`src/rtl/if_stage_pc.sv`:
```
// Fetch-stage program counter with next-PC selection and the IF/ID pipeline register.
// Also provides a free-running count of fetches retired into D for debug visibility.
module if_stage_pc #(
  parameter logic [31:0] RESET_PC = 32'h00003000
) (
  input  logic        clk,
  input  logic        reset,
  input  logic        stall,
  input  logic        clr_d,
  input  logic [1:0]  npc_sel,
  input  logic [31:0] br_target,
  input  logic [25:0] j_index,
  input  logic [31:0] jr_target,
  input  logic [31:0] pc4_in,
  input  logic [31:0] instr_in,
  output logic [31:0] pc_out,
  output logic [31:0] instr_d,
  output logic [31:0] pc_d,
  output logic [31:0] pc4_d,
  output logic        valid_d,
  output logic [31:0] fetch_cnt
);

  localparam logic [1:0] NPC_SEQ = 2'd0;
  localparam logic [1:0] NPC_BR  = 2'd1;
  localparam logic [1:0] NPC_J   = 2'd2;
  localparam logic [1:0] NPC_JR  = 2'd3;

  logic [31:0] r_pc;
  logic [31:0] r_instr_d;
  logic [31:0] r_pc_d;
  logic [31:0] r_pc4_d;
  logic        r_valid_d;
  logic [31:0] r_fetch_cnt;

  logic [31:0] w_npc_raw;
  logic [31:0] w_npc;

  // Instruction fetches are word aligned; low address bits are dropped silently.
  function automatic logic [31:0] word_align(input logic [31:0] addr);
    return {addr[31:2], 2'b00};
  endfunction

  // j/jal region comes from the PC+4 of the jump itself, which sits in D.
  always_comb begin
    w_npc_raw = pc4_in;
    case (npc_sel)
      NPC_SEQ: w_npc_raw = pc4_in;
      NPC_BR:  w_npc_raw = br_target;
      NPC_J:   w_npc_raw = {r_pc4_d[31:28], j_index, 2'b00};
      NPC_JR:  w_npc_raw = jr_target;
      default: w_npc_raw = pc4_in;
    endcase
    w_npc = word_align(w_npc_raw);
  end

  always_ff @(posedge clk) begin
    if (reset) begin
      r_pc        <= RESET_PC;
      r_instr_d   <= '0;
      r_pc_d      <= '0;
      r_pc4_d     <= '0;
      r_valid_d   <= 1'b0;
      r_fetch_cnt <= '0;
    end else if (!stall) begin
      r_pc <= w_npc;
      if (clr_d) begin
        r_instr_d <= '0;
        r_pc_d    <= '0;
        r_pc4_d   <= '0;
        r_valid_d <= 1'b0;
      end else begin
        r_instr_d   <= instr_in;
        r_pc_d      <= r_pc;
        r_pc4_d     <= pc4_in;
        r_valid_d   <= 1'b1;
        r_fetch_cnt <= r_fetch_cnt + 32'd1;
      end
    end
  end

  assign pc_out    = r_pc;
  assign instr_d   = r_instr_d;
  assign pc_d      = r_pc_d;
  assign pc4_d     = r_pc4_d;
  assign valid_d   = r_valid_d;
  assign fetch_cnt = r_fetch_cnt;

endmodule

```
`config.mk`:
```
export PLATFORM = sky130hd
export DESIGN_NAME = if_stage_pc
export DESIGN_NICKNAME = d
export VERILOG_FILES = /design/src/rtl/if_stage_pc.sv
export SDC_FILE = /design/constraint.sdc
export NUM_CORES = 1
export LEC_CHECK = 0
export ABC_AREA = 1
export CAP_MARGIN = 10
export CELL_PAD_IN_SITES_DETAIL_PLACEMENT = 1
export CELL_PAD_IN_SITES_GLOBAL_PLACEMENT = 2
export CORE_MARGIN = 4
export CORE_UTILIZATION = 23
export DETAILED_ROUTE_END_ITERATION = 8
export PLACE_DENSITY = 0.9
export SLEW_MARGIN = 20
export SYNTH_ARGS = -nofsm -noshare
export SYNTH_HDL_FRONTEND = slang
export SYNTH_SLANG_ARGS = --single-unit
```
`constraint.sdc`:
```
create_clock -name clk -period 2.5 [get_ports clk]
set_clock_uncertainty 0.05 [all_clocks]
set_input_delay 0.25 -clock clk [delete_from_list [all_inputs] [get_ports clk]]
set_output_delay 0.25 -clock clk [all_outputs]
set_load 0.02 [all_outputs]
```
==> results of run 1 <==
## layout by cell type, fill, tap and decap left out, drive strengths merged, types with 2 or more instances in the layout
master,n
a21oi,144
a41oi,24
buf,14
clkbuf,19
clkdlybuf4s50,310
clkinv,5
clkinvlp,3
conb,4
dfxtp,157
inv,47
nand2,344
nand3,33
nand4,7
nor2,67
nor3,6
o21a,2
o21ai,41
xnor2,3
## power groups by stage
stage          combinational (mW)  clock [mW]  sequential (mW)
2_1_floorplan               0.276           0             2.81
3_3_place_gp                0.940           0             2.71
3_5_place_dp                0.949           0             2.71
4_1_cts                     0.953        2.70             2.66
5_1_grt                      1.01        2.81             2.67
6_report                    0.938        2.60             2.66
## area by class of cell
type | instances | area, um^2
clock buffers | 19 | 442.9
flip-flops and latches | 157 | 3143
multi-input cells | 677 | 3115
repair buffers | 324 | 3246
inverters | 43 | 166.4
clock inverters | 13 | 130.1
fillers | 3491 | 17980
well taps | 384 | 480.5
## cell families after synthesis
group,count (synthesis),share of synthesized area
AOI/OAI and AO/OA,211,0.1721
other,1,0.0005605
xor gates and xnor gates,3,0.003928
DFF,157,0.4698
adders and majority gates,1,0.001870
buffers and inverters,104,0.06770
and+or+nand+nor,458,0.2841
## flip-flops by register name, summed over array words and instances, names as in the netlist
name,count
pc_d,30
pc_out,30
pc4_d,32
fetch_cnt,32
valid_d,1
instr_d,32
## per-stage QoR
| step | util | hold slack, ns |
|---|---|---|
| after floorplan | - | 0.3429 |
| after global placement | 0.3537 | 0.3928 |
| after detailed placement | 0.3537 | 0.4019 |
| after CTS | 0.3736 | 0.2319 |
| after global routing | 0.3736 | 0.2519 |
| final | 0.3736 | 0.2516 |
## worst max path at each step
stage                  startpoint       endpoint  slack (ns)  depth (start not counted)
CTS                    pc_out[28]     pc_out[28]        0.63                          1
floorplan            fetch_cnt[1]  fetch_cnt[16]        0.94                          8
global route         fetch_cnt[0]  fetch_cnt[16]        0.58                          8
detailed placement     npc_sel[1]      pc_out[5]        0.37                          7
global placement       npc_sel[0]      pc_out[4]        0.45                          7
finish              fetch_cnt[15]  fetch_cnt[15]        0.65                          1
## layer usage
metal | vias up | GRT usage
met1 | 3469 | 0.1982
met3 | 26 | 0.06295
li1 | 3608 | -
met2 | 201 | 0.3031
met5 | - | 0
met4 | 0 | 0.04573
==> results.json, run 1 <==
{
  "hold_violations": 0,
  "gp_congestion": 0.8086,
  "routed-wl-met2_mm": 13.74,
  "ys_seq_elements": 157,
  "totalWireLength_mm": 27.91,
  "setup_slack_ns": 0.6543,
  "timing.rr.end": "fetch_cnt[16]",
  "fin_nets": 1381,
  "pin_count": 321,
  "r2r_slack_ns": 0.76,
  "cts_setup_buffers": 0,
  "cp_slowest_cell": "clkdlybuf4s50_1",
  "period_minus_slack_ns": 1.846,
  "startpoint_type": "register",
  "combPwrFrac": 0.152,
  "tritoncts": "done",
  "peakVddDrop_mv": 0.3297,
  "grt_antenna_before_repair": 0,
  "root_buffer": "clkbuf_16",
  "stdcell_area_um2": 10720,
  "htreeDepth": 4,
  "swShare": 0.2763,
  "finalSetupTns_ns": 0,
  "rsz0062_at_grt": "false",
  "finalPower_mw": 6.189,
  "r2r-start": "fetch_cnt[0]",
  "clkSinkCount": 157,
  "dr.pass1.iters": 4,
  "vias": 7304,
  "end_kind": "output pin",
  "netlist_instances": 935,
  "grtUsageTotal": 0.1726,
  "grt_pass1_wl_mm": 42.93,
  "grt_overflow": 0,
  "syn_avg_cell_area_um2": 7.155,
  "io_buffers": 312,
  "yosys.area.top_type_share": 0.4698,
  "synth-edff-count": 0,
  "synth-main-ff-cell": "dfxtp_1",
  "hold_path.startpoint": "stall",
  "place_area_um2": 10150,
  "tightest_slew_ns": 0.7512,
  "dp_cells": 1585,
  "status": "complete, no violations",
  "post-route-period-util": 0.7383,
  "clk_transition_reported_paths_ns": 0.07,
  "synth.distinct_cells": 27,
  "p_leak_nw": 3.757,
  "ant_nets": 0,
  "die_h_um": 178.6,
  "highest_layer": "met4",
  "synthTopCellsByCount": "341 x nand2_1, 157 x dfxtp_1, 144 x a21oi_1",
  "num_rows": 62,
  "drive_gt1_frac": 0.05921,
  "cp.required_ns": 2.20,
  "num_antenna_cells": 0,
  "vias_per_cell": 4.517,
  "crit_chain": "clkdlybuf4s50_1",
  "ys_warn_count": 0,
  "yosys.area.top_type": "dfxtp_1",
  "worstSetupPathType": "reg -> out",
  "p_per_area_nw_per_um2": 577.1,
  "die_area_um2": 31880,
  "relSlewSlack": 0.4986,
  "async_flop_share": 0,
  "finalNonFillerCells": 1617,
  "cts_resized": 0,
  "netlist_top_cells_area": "dfxtp_1 47%, nand2_1 19%, a21oi_1 11%, a41oi_1 3.1%, o21ai_0 3.1%",
  "arrival_ns": 1.55,
  "cap_viol_max_count": 0,
  "cp_max_fo": 5,
  "dp_hpwl_mm": 20.04,
  "hold_depth": 3,
  "p_int_mw": 4.479,
  "wl_met1_mm": 11.46,
  "ctsHoldBuffers": 0,
  "switchingPower_mw": 1.710,
  "p_clk_frac": 0.419,
  "post-place-ws_ns": 0.3707,
  "die_w_um": 178.6,
  "wire_per_inst_um": 17.26,
  "clock_latency_ns": 0.42,
  "mappedNetlistArea_um2": 6690,
  "setup_viol": 0,
  "drt_iter0_markers": 187,
  "syn_to_final_growth_pct": 60.29,
  "yosysMostFrequentCell": "nand2_1",
  "path_delay_family": "buffers and inverters",
  "critPathBufInv": 1,
  "whs_endpoint": "instr_d[10]",
  "worstHoldPathType": "in -> reg",
  "grt_pass1_vias": 7699,
  "sequentialPowerShare": 0.429,
  "route.detailed.drc": 0,
  "numCtsBuffers": 17,
  "coreArea_um2": 28700,
  "worst_path_largest_cell_delay_ns": 0.67,
  "worst-r2r-cell-count": 8,
  "met3_length_mm": 2.201,
  "clock_path_buffers": 2,
  "fmax_mhz": 541.8,
  "start_util": 0.2331,
  "yosysSeqAreaShare": 0.4698,
  "slew_viol_final": 0,
  "grt_max_degree": 98
}
Note: power is estimated with default switching activity, not from simulation.
==> inputs of run 2 (changes only) <==
- CORE_UTILIZATION: 23 -> 19
- PLACE_DENSITY: 0.9 -> 0.8
- clock period: 2.5 -> 1.6 ns (I/O delays scaled with it)
==> results.json, run 2 (synthesis gave the netlist of run 1 again) <==
{
  "grtUsageTotal": 0.1514,
  "p_leak_nw": 4.677,
  "drive_gt1_frac": 0.09677,
  "combPwrFrac": 0.151,
  "finalNonFillerCells": 1727,
  "totalWireLength_mm": 29.47,
  "numCtsBuffers": 17,
  "pin_count": 321,
  "start_util": 0.1932,
  "die_area_um2": 38280,
  "peakVddDrop_mv": 0.7284,
  "seqCellArea_um2": 3153,
  "rsz0062_at_grt": "true",
  "hold_path.startpoint": "stall",
  "cap_viol_max_count": 0,
  "worstSetupPathType": "reg -> out",
  "critPathBufInv": 2,
  "clock_latency_ns": 0.44,
  "drt_iter0_markers": 239,
  "htreeDepth": 4,
  "multiInputGateArea_um2": 3176,
  "hold_violations": 0,
  "layout_common_cells": "341 x nand2_1, 157 x dlygate4sd2_1, 153 x clkdlybuf4s50_1",
  "period_minus_slack_ns": 1.522,
  "switchingPower_mw": 2.632,
  "num_rows": 68,
  "path_delay_family": "buffers and inverters",
  "startpoint": "fetch_cnt[14]",
  "gp_congestion": 0.8407,
  "p_per_area_nw_per_um2": 872.3,
  "root_buffer": "clkbuf_16",
  "vias": 7534,
  "clk_transition_reported_paths_ns": 0.07,
  "fmax_mhz": 657.0,
  "swShare": 0.2704,
  "cp.required_ns": 1.39,
  "route.detailed.drc": 0,
  "syn_to_final_growth_pct": 66.79,
  "crit_chain": "buf_4, dlygate4sd2_1",
  "vias_per_cell": 4.362,
  "ant_nets": 0,
  "final_common_cell": "nand2_1",
  "post-route-period-util": 0.9513,
  "tritoncts": "done",
  "io_buffers": 312,
  "sequentialPowerShare": 0.426,
  "fillerInstances": 4221,
  "dp_hpwl_mm": 21.96,
  "cp_max_fo": 5,
  "end_kind": "output pin",
  "grt_max_degree": 88,
  "dr.pass1.iters": 4,
  "wire_per_inst_um": 17.06,
  "grt_pass1_wl_mm": 45.45,
  "clock_path_buffers": 2,
  "grt_overflow": 0,
  "slew_viol_final": 0,
  "r2r-start": "fetch_cnt[1]",
  "die_h_um": 195.6,
  "p_clk_frac": 0.423,
  "arrival_ns": 1.31,
  "clkSinkCount": 157,
  "die_w_um": 195.6,
  "fin_nets": 1419,
  "ctsHoldBuffers": 0,
  "p_int_mw": 7.101,
  "setup_viol": 0,
  "coreArea_um2": 34630,
  "worst_path_largest_cell_delay_ns": 0.42,
  "cp_slowest_cell": "dfxtp_1",
  "grt_pass1_vias": 7792,
  "startpoint_type": "register",
  "hold_ws_ns": 0.1311,
  "status": "complete, no violations",
  "grt_antenna_before_repair": 1,
  "worstHoldPathType": "in -> reg",
  "dp_cells": 1693
}
## run 2: cell count changes in the layout (fill, tap and decap cells not counted), sizes merged
| cell | change |
|---|---|
| buf | +38 |
| clkinvlp | +1 |
| dlygate4sd2 | +157 |
| clkdlybuf4s50 | -157 |
| bufinv | +1 |
| clkbuf | +1 |
| clkinv | -1 |
| diode | +1 |
| inv | -2 |
## run 2: final timing paths
kind / end / slack, ns / cells past startpoint
worst min-delay path: valid_d / 0.13 / 4
worst min register to register: instr_d[31] / 0.40 / 2
worst max-delay path: fetch_cnt[14] / 0.08 / 2
worst max register to register: fetch_cnt[16] / 0.14 / 8
## run 2: power by group through the flow
stage / combinational (mW) / sequential (mW) / clock [mW]
after global placement: 1.58 / 4.23 / 0
final: 1.47 / 4.15 / 4.12
after detailed placement: 1.58 / 4.24 / 0
after global routing: 1.59 / 4.16 / 4.42
after CTS: 1.49 / 4.15 / 4.26
after floorplan: 0.431 / 4.40 / 0
## run 2: metal layers
layer,part of all wire,track usage,vias to the layer above
met5,0,0,-
met4,0.022,0.05043,0
met2,0.48,0.2526,234
met1,0.42,0.1813,3571
met3,0.078,0.05400,32
li1,-,-,3697
## run 2: final cells by class
cell class | instances | area share
Multi-Input combinational cell | 677 | 0.2846
Antenna cell | 1 | 0.0002243
Clock inverter | 12 | 0.01211
Timing Repair Buffer | 362 | 0.3145
Clock buffer | 20 | 0.04003
Tap cell | 455 | 0.05102
Inverter | 43 | 0.01491
Sequential cell | 157 | 0.2826
## run 2: stage by stage
stage               area, um^2  setup TNS, ns  utilization  total power, mW  setup WS, ns
CTS                      11080              0       0.3201            9.901      0.003657
global route             11160       -0.04365       0.3222            10.18      -0.02086
floorplan                 6701              0            -            4.830       0.03946
detailed placement       10690         -2.724       0.3088            5.822       -0.1766
global placement         10690         -1.405       0.3088            5.808       -0.1533
finish                   11160              0       0.3222            9.733       0.07790
## run 2: worst reg2reg max path, stage by stage (launching register included)
cell     delay, ns
dfxtp_4       0.37
ha_2          0.19
inv_1         0.08
nor2_1        0.15
nand2_1       0.11
nor2_4        0.12
nand3_1       0.11
o21ai_1       0.14
nor2_1        0.05
## run 2: timing repair
| item | 4_1_cts | 5_1_grt |
|---|---|---|
| endpoints found under the setup margin | 162 | 19 |
| buffers inserted | 0 | 1 |
| pin swaps | 0 | 3 |
| gates resized for setup | 159 | 20 |
